<file path="src/rtl/ram_burst_master_if.sv">
// Command, write-stream, read-stream and RAM-side signals of the burst master.
// The master modport is the block's own view; slave is the client/RAM view.
interface ram_burst_master_if #(
  parameter int ADDR_W = 5,
  parameter int DATA_W = 32,
  parameter int LEN_W  = 6
);
  logic              start;
  logic              op;
  logic [ADDR_W-1:0] base_addr;
  logic [LEN_W-1:0]  len;
  logic [DATA_W-1:0] wr_data;
  logic              wr_valid;
  logic              wr_ready;
  logic [DATA_W-1:0] rd_data;
  logic              rd_valid;
  logic              busy;
  logic              done;
  logic              m_cen;
  logic              m_wen;
  logic [ADDR_W-1:0] m_addr;
  logic [DATA_W-1:0] m_din;
  logic [DATA_W-1:0] m_dout;

  modport master (
    input  start, op, base_addr, len, wr_data, wr_valid, m_dout,
    output wr_ready, rd_data, rd_valid, busy, done, m_cen, m_wen, m_addr, m_din
  );

  modport slave (
    output start, op, base_addr, len, wr_data, wr_valid, m_dout,
    input  wr_ready, rd_data, rd_valid, busy, done, m_cen, m_wen, m_addr, m_din
  );
endinterface

</file>
<file path="src/rtl/ram_burst_master.sv">
// Burst initiator for a single-port synchronous RAM: sequences cen/wen/addr
// for write or read bursts with wrapping addresses.
module ram_burst_master #(
  parameter int ADDR_W = 5,
  parameter int DATA_W = 32,
  parameter int LEN_W  = 6
) (
  input  logic                clk,
  input  logic                reset,
  ram_burst_master_if.master  bus
);

  typedef enum logic [2:0] {
    S_IDLE,
    S_WRITE,
    S_READ,
    S_DRAIN,
    S_DONE
  } state_t;

  localparam logic [LEN_W-1:0] MAX_LEN = LEN_W'(1 << ADDR_W);

  state_t            state;
  logic [ADDR_W-1:0] cur_addr;
  logic [LEN_W-1:0]  remain;
  logic              op_r;
  logic              rd_valid_r;
  logic [LEN_W-1:0]  len_c;
  logic              access;

  assign len_c  = (bus.len > MAX_LEN) ? MAX_LEN : bus.len;
  assign access = (state == S_READ) || (state == S_WRITE && bus.wr_valid);

  always_ff @(posedge clk) begin
    if (reset) begin
      state      <= S_IDLE;
      cur_addr   <= '0;
      remain     <= '0;
      op_r       <= 1'b0;
      rd_valid_r <= 1'b0;
    end else begin
      // NOTE: rd_valid is delayed one cycle to match the RAM's read latency;
      // rd_data itself is a straight pass-through of m_dout.
      rd_valid_r <= (state == S_READ);
      case (state)
        S_IDLE: begin
          if (bus.start) begin
            op_r     <= bus.op;
            cur_addr <= bus.base_addr;
            remain   <= len_c;
            if (len_c == '0)  state <= S_DONE;
            else if (bus.op)  state <= S_WRITE;
            else              state <= S_READ;
          end
        end
        S_WRITE: begin
          if (bus.wr_valid) begin
            cur_addr <= cur_addr + ADDR_W'(1);
            remain   <= remain - LEN_W'(1);
            if (remain == LEN_W'(1)) state <= S_DONE;
          end
        end
        S_READ: begin
          cur_addr <= cur_addr + ADDR_W'(1);
          remain   <= remain - LEN_W'(1);
          if (remain == LEN_W'(1)) state <= S_DRAIN;
        end
        S_DRAIN: state <= S_DONE;
        S_DONE:  state <= S_IDLE;
        default: state <= S_IDLE;
      endcase
    end
  end

  // RAM strobes follow the current state directly so a write lands in the
  // same cycle its data is accepted; idle strobes are forced to zero.
  assign bus.m_cen    = access;
  assign bus.m_wen    = access & op_r;
  assign bus.m_addr   = access ? cur_addr : '0;
  assign bus.m_din    = (access & op_r) ? bus.wr_data : '0;

  assign bus.wr_ready = (state == S_WRITE);
  assign bus.busy     = (state != S_IDLE);
  assign bus.done     = (state == S_DONE);
  assign bus.rd_valid = rd_valid_r;
  assign bus.rd_data  = bus.m_dout;

endmodule

</file>
<file path="src/flat_wrapper.sv">
// flat-port wrapper written by rule: the top's interface ports become plain ports
module ram_burst_master_flat 
#(
  parameter int ADDR_W = 5,
  parameter int DATA_W = 32,
  parameter int LEN_W  = 6
)
  (clk, reset, bus_start, bus_op, bus_base_addr, bus_len, bus_wr_data, bus_wr_valid, bus_m_dout, bus_wr_ready, bus_rd_data, bus_rd_valid, bus_busy, bus_done, bus_m_cen, bus_m_wen, bus_m_addr, bus_m_din);
  ram_burst_master_if #(.ADDR_W(ADDR_W), .DATA_W(DATA_W), .LEN_W(LEN_W)) bus_i ();
  input  logic clk;
  input  logic reset;
  input wire logic [$bits(bus_i.start)-1:0] bus_start;
  input wire logic [$bits(bus_i.op)-1:0] bus_op;
  input wire logic [$bits(bus_i.base_addr)-1:0] bus_base_addr;
  input wire logic [$bits(bus_i.len)-1:0] bus_len;
  input wire logic [$bits(bus_i.wr_data)-1:0] bus_wr_data;
  input wire logic [$bits(bus_i.wr_valid)-1:0] bus_wr_valid;
  input wire logic [$bits(bus_i.m_dout)-1:0] bus_m_dout;
  output wire logic [$bits(bus_i.wr_ready)-1:0] bus_wr_ready;
  output wire logic [$bits(bus_i.rd_data)-1:0] bus_rd_data;
  output wire logic [$bits(bus_i.rd_valid)-1:0] bus_rd_valid;
  output wire logic [$bits(bus_i.busy)-1:0] bus_busy;
  output wire logic [$bits(bus_i.done)-1:0] bus_done;
  output wire logic [$bits(bus_i.m_cen)-1:0] bus_m_cen;
  output wire logic [$bits(bus_i.m_wen)-1:0] bus_m_wen;
  output wire logic [$bits(bus_i.m_addr)-1:0] bus_m_addr;
  output wire logic [$bits(bus_i.m_din)-1:0] bus_m_din;
  assign bus_i.start = bus_start;
  assign bus_i.op = bus_op;
  assign bus_i.base_addr = bus_base_addr;
  assign bus_i.len = bus_len;
  assign bus_i.wr_data = bus_wr_data;
  assign bus_i.wr_valid = bus_wr_valid;
  assign bus_i.m_dout = bus_m_dout;
  assign bus_wr_ready = bus_i.wr_ready;
  assign bus_rd_data = bus_i.rd_data;
  assign bus_rd_valid = bus_i.rd_valid;
  assign bus_busy = bus_i.busy;
  assign bus_done = bus_i.done;
  assign bus_m_cen = bus_i.m_cen;
  assign bus_m_wen = bus_i.m_wen;
  assign bus_m_addr = bus_i.m_addr;
  assign bus_m_din = bus_i.m_din;
  ram_burst_master #(.ADDR_W(ADDR_W), .DATA_W(DATA_W), .LEN_W(LEN_W)) u_core (.clk(clk), .reset(reset), .bus(bus_i));
endmodule
</file>
<file path="config.mk">
export PLATFORM = sky130hd
export DESIGN_NAME = ram_burst_master_flat
export DESIGN_NICKNAME = d
export VERILOG_FILES = /design/src/rtl/ram_burst_master_if.sv /design/src/rtl/ram_burst_master.sv /design/src/flat_wrapper.sv
export SDC_FILE = /design/constraint.sdc
export NUM_CORES = 1
export LEC_CHECK = 0
export ABC_AREA = 0
export BUFFER_PORTS_ARGS = -buffer_cell sky130_fd_sc_hd__clkbuf_2
export CAP_MARGIN = 20
export CELL_PAD_IN_SITES_DETAIL_PLACEMENT = 1
export CELL_PAD_IN_SITES_GLOBAL_PLACEMENT = 1
export CORE_UTILIZATION = 23
export CTS_CLUSTER_DIAMETER = 200
export CTS_CLUSTER_SIZE = 16
export DETAILED_ROUTE_END_ITERATION = 8
export PLACE_DENSITY = 0.87
export SYNTH_ARGS = -nofsm -noshare
export SYNTH_HDL_FRONTEND = slang
export SYNTH_SLANG_ARGS = --single-unit
</file>
<file path="constraint.sdc">
create_clock -name clk -period 2.2 [get_ports clk]
set_input_delay 0.33 -clock clk [delete_from_list [all_inputs] [get_ports clk]]
set_output_delay 0.33 -clock clk [all_outputs]
set_load 0.01 [all_outputs]
</file>
## Word level (Yosys, flattened, before mapping)

Index checks and enable logic that the tools add are counted.

| cells by class | value |
|---|---|
| add/sub/neg operators | 2 |
| $mul | 0 |
| div/mod/pow operators | 0 |
| magnitude comparators | 1 |
| eq/ne operators | 9 |
| shift operators | 0 |
| mux-type cells | 16 |
| bitwise logic cells | 1 |
| reductions and logical operators | 9 |

Operators with widths:

| kind | number |
|---|---|
| 32-bit 2-to-1 mux | 1 |
| 6-bit 2-to-1 mux | 3 |
| 6-bit case mux with 3 select lines | 1 |
| 3-bit 2-to-1 mux | 5 |
| 5-bit 2-to-1 mux | 3 |
| 5-bit case mux with 3 select lines | 1 |
| 3-bit case mux with 4 select lines | 1 |
| 3-bit by 2-bit == test with 1-bit output (second input constant) | 2 |
| 6-bit by 1-bit == test with 1-bit output (second input constant) | 1 |
| 6-bit > comparator (second input constant) | 1 |
| 6-bit zero test | 1 |
| 2-bit != test (second input constant) | 3 |
| 3-bit nonzero test | 2 |
| 6-bit by 1-bit subtractor with 6-bit output (second input constant) | 1 |
| 5-bit by 1-bit adder with 5-bit output (second input constant) | 1 |
| 4-bit AND reduction | 1 |
| 3-bit by 1-bit == test with 1-bit output (second input constant) | 1 |
| 3-bit == test (second input constant) | 1 |
| 3-bit zero test | 1 |
| 3-bit AND reduction | 1 |
| 2-bit 2-to-1 mux | 1 |
| 2-bit by 1-bit != test with 1-bit output (second input constant) | 1 |
| 2-bit AND reduction | 1 |
| 1-bit AND | 1 |
| other kinds (2) | 2 |

| storage, ports and cells | value |
|---|---|
| flip-flop bits (word level) | 16 |
| latch bits | 0 |
| bits in writable memories | 0 |
| bits in read-only memories | 0 |
| input bits | 80 |
| logic and storage cells | 43 |
| memories | 0 |

## Logic depth before layout (Yosys ltp)

| depth | value |
|---|---|
| depth after elaboration | 6 |
| gate-level depth with buffers | 7 |
| gate-level depth less buffers | 5 |

## Worst setup path before layout

No wires, ideal clock.

| path | value |
|---|---|
| path type | register -> output |
| from | register u_core.state[1] |
| to | output port bus_m_din[18] |
| arrival time | 1.445 ns |
| setup slack | 0.425 ns |
| stages on the path, launching flop included | 7 |
| path buffers | 3 |
| cell sequence | dfxtp_1 -> buf_4 -> nand3b_1 -> a21oi_1 -> clkbuf_1 -> clkbuf_2 -> and3_1 |

| on the way | value |
|---|---|
| word-level cells in the longest chain between the ends | 5 |
| elaborated cells on any way between the ends | 6 |
| classes of those cells | 2 x eq/ne; 1 x mux; 1 x bitwise; 2 x reduce/logical |

Ends and longest elaborated chain:

| what | RTL line | source |
|---|---|---|
| start, declared | ram_burst_master.sv:23 | `state_t state;` |
| start signal, assigned | ram_burst_master.sv:36 | `state <= S_IDLE;` |
| start signal, assigned | ram_burst_master.sv:51 | `if (len_c == '0) state <= S_DONE;` |
| start signal, assigned | ram_burst_master.sv:52 | `else if (bus.op) state <= S_WRITE;` |
| 3-bit by 1-bit == test with 1-bit output | ram_burst_master.sv:32 | `assign access = (state == S_READ) \|\| (state == S_WRITE && bus.wr_valid);` |
| 1-bit logical AND | ram_burst_master.sv:32 |  |
| 1-bit logical OR * | ram_burst_master.sv:32 |  |
| 1-bit AND * | ram_burst_master.sv:80 | `assign bus.m_din = (access & op_r) ? bus.wr_data : '0;` |
| 32-bit 2-to-1 mux * | ram_burst_master.sv:80 |  |
| end, declared | flat_wrapper.sv:27 | `output wire logic [$bits(bus_i.m_din)-1:0] bus_m_din;` |

Mark *: on every way between the ends. The rest lies on a longest branch, timed or not.

## Worst setup path in the final report

| path | value |
|---|---|
| from | register u_core.state[1] |
| to | output port bus_m_din[24] |

Same word-level chain as after synthesis.

==> flow_metrics.py <==
metrics = {
    "run_status": {
        "status": "completed",
    },
    "place": {
        "hpwlAfterDp_mm": 3.77,
        "gp_congestion": 0.808,
        "dp_cells": 330,
        "io_buffers": 90,
    },
    "setup_path": {
        "r2r-end": "u_core.cur_addr[0]",
        "rrSetupSlack_ns": 0.33,
        "critPathMaxStageDelay_ns": 0.43,
        "critPathLaunchType": "flip-flop",
        "worstPathCellList": "nand3b_1 > a21oi_2 > buf_4 > and3_1 > clkbuf_2",
        "worst_setup_path_end_kind": "output pin",
        "cp.arrival_ns": 1.68,
        "r2r_start": "u_core.state[1]",
        "crit_required_ns": 1.87,
        "critPathSlowestCell": "dfxtp_1",
        "worst-setup-path-type": "reg2out",
        "reg2reg_depth": 5,
        "path_max_fanout": 14,
    },
    "logic_synthesis": {
        "synth_nets": 287,
        "syn_area_per_cell_sq_um": 7.49,
        "postSynthCellCount": 204,
        "synth.area.mux_share_pct": 1.39,
        "synth.distinct_cells": 41,
        "ys.flop_type": "dfxtp_1",
        "synth-seq-cells": 16,
        "synth_compound_area_share_pct": 17.1,
        "synth_adder_area_share_pct": 2.45,
        "synth_top_family_by_area": "simple AND/OR/NAND/NOR gates",
        "yosysWarnings": 0,
        "synth_edf_count": 0,
        "syn-cell-area_sq_mm": 0.00153,
        "yosysSeqAreaShare_pct": 20.9,
        "synthXorXnorAreaFrac_pct": 1.80,
        "async_flop_share_pct": 0,
        "synth-simple-area-share_pct": 31.7,
    },
    "final_layout": {
        "final_cells": 334,
        "layout-drive-gt1-share_pct": 41.2,
        "area_delta_synth_final_pct": 20.9,
        "n_antenna_cell": 0,
        "nets": 341,
    },
    "global_routing": {
        "grt_pass1_wl_mm": 7.86,
        "antenna_found_initial": 0,
        "grt_overflow": 0,
        "grt_max_degree": 35,
        "grtUsageTotal_pct": 13.6,
        "grt_pass1_vias": 1708,
    },
    "cts": {
        "insertion_delay_ns": 0.26,
        "cts_hold_buf": 0,
        "cts_buffers": 3,
        "clock-sinks": 16,
        "cts.clk_slew.worst_paths_ns": 0.07,
        "cts_root_buffer": "clkbuf_8",
        "cts-htree-levels": 1,
        "clockBufferDepth": 2,
        "cts_tree": "yes",
    },
    "worst_hold_path": {
        "worstHoldPathType": "in2reg",
        "worstHoldEndpoint": "u_core.cur_addr[1]",
        "hold_depth": 3,
        "min-delay-start": "bus_base_addr[1]",
    },
    "sta": {
        "finalSetupViolCount": 0,
        "skew_ns": 0.00272,
        "period_needed_ns": 2.01,
        "setup_tns_ns": 0,
        "hold_violations": 0,
        "fin_crit_sh_pct": 91.3,
        "rsz0062_at_grt": "no",
        "tightest_slew_ns": 0.727,
        "maxSlewHeadroom_pct": 51.5,
        "timing.fmax_mhz": 498,
        "slew_violations": 0,
    },
    "pwr": {
        "p_per_area_mw_per_mm2": 1170,
        "p_leak_uw": 0.00101,
        "peakVddDrop_mv": 0.503,
    },
    "detailed_routing": {
        "first_iter_violations": 49,
        "drt_wl_total_mm": 4.78,
        "drcViolationCount": 0,
        "vias_per_cell": 4.90,
        "drtPass1Iterations": 4,
        "num_vias": 1635,
        "drtAntennaViolNets": 0,
        "routedWlPerCell_um": 14.3,
    },
    "die": {
        "die-area_sq_mm": 0.00698,
        "boundaryPins": 155,
        "die_x_um": 83.5,
        "core-area_sq_mm": 0.00639,
        "start_util_pct": 23.9,
        "rows": 29,
        "die_y_um": 83.5,
    },
    "run": {
        "drv_cap": 0,
    },
}
area by class of cell:
type	count	area [sq um]
Sequential cell	16	322
Clock buffer	4	55.1
Tap cell	77	96.3
Fill cell	804	4540
Inverter	11	41.3
Timing Repair Buffer	96	499
Multi-Input combinational cell	130	836
per-layer routing:
layer  routed length (um)  track usage, %  share of wire, %  up-vias
li1                     -               -                 -      797
met1                 2030            15.1                43      759
met2                 2350            25.0                49       63
met3                  301            3.26               6.3       16
met4                   91            5.55               1.9        0
met5                    0               0                 0        -
cell families after synthesis:
kind of cell,after synthesis
and+or+nand+nor,87
buffers and inverters,58
AOI/OAI and AO/OA,37
DFF,16
adders and majority gates,3
muxes,2
xor gates and xnor gates,1
cells in the mapped netlist (all sizes together), types with 5 or more instances:
master	count	area, sq um
and3	34	213
clkbuf	9	35.0
buf	38	300
nor3	6	30.0
inv	11	41.3
dfxtp	16	320
nor2	11	41.3
a21oi	10	50.1
and2	6	37.5
nand3	6	30.0
o21ai	5	25.0
nand2	11	41.3
worst max path at each step:
stage | startpoint | to | slack (ns) | depth (start not counted)
after global routing | u_core.state[1] | bus_m_din[0] | 0.04 | 5
after detailed placement | u_core.state[0] | u_core.cur_addr[0] | 0.33 | 5
final | u_core.state[1] | bus_m_din[24] | 0.19 | 5
after floorplan | u_core.state[1] | bus_m_din[18] | 0.43 | 6
after global placement | u_core.state[0] | u_core.cur_addr[0] | 0.38 | 5
after CTS | u_core.state[0] | bus_m_din[0] | 0.09 | 5
timing repair:
action                     in CTS  in global routing
buffers inserted                0                  0
setup endpoints to repair       0                 27
gates resized for setup         0                  2
state kept, by name, summed over array words and instances, names as in the netlist:
name	flops
u_core.cur_addr	5
u_core.remain	6
u_core.op_r	1
u_core.bus.rd_valid	1
u_core.state	3
worst max-delay path, delay by kind of cell (launching register included):
family	cells	cell delay, ns
AOI/OAI and AO/OA	1	0.20
buffers and inverters	2	0.34
and+or+nand+nor	2	0.45
DFF	1	0.43
report_power, final:
part,internal [uW],switching [uW],leakage (uW)
clock,159,114,0.0000288
sequential,409,176,0.000132
combinational,545,760,0.000847
layout by cell type, fill, tap and decap left out, types with 2 or more instances in the layout:
cell      instances
nor3_1            6
clkbuf_8          4
a211oi_1          2
nor4_1            4
inv_1            11
nand2_1          11
and3_1           34
o21bai_1          2
clkbuf_2         90
nor4b_1           2
dfxtp_1          15
a31oi_1           4
nand3_1           6
ha_1              3
a311oi_1          2
nand3b_1          2
and2_1            6
o21ai_0           4
a21oi_1           9
buf_4             5
o32ai_1           3
nor2_1           11
metrics by stage:
| stage | power, uW | utilization [%] | worst slack (ns) | hold WS (ns) | cell area, sq um |
|---|---|---|---|---|---|
| detailed placement | 1880 | 28.0 | 0.333 | 0.502 | 1790 |
| global route | 2350 | 29.0 | 0.0399 | 0.337 | 1850 |
| global placement | 1820 | 28.0 | 0.377 | 0.478 | 1790 |
| floorplan | 1580 | - | 0.425 | 0.407 | 1530 |
| finish | 2160 | 29.0 | 0.191 | 0.339 | 1850 |
| CTS | 2160 | 28.9 | 0.0885 | 0.331 | 1840 |
(Power assumes the default switching activity.)
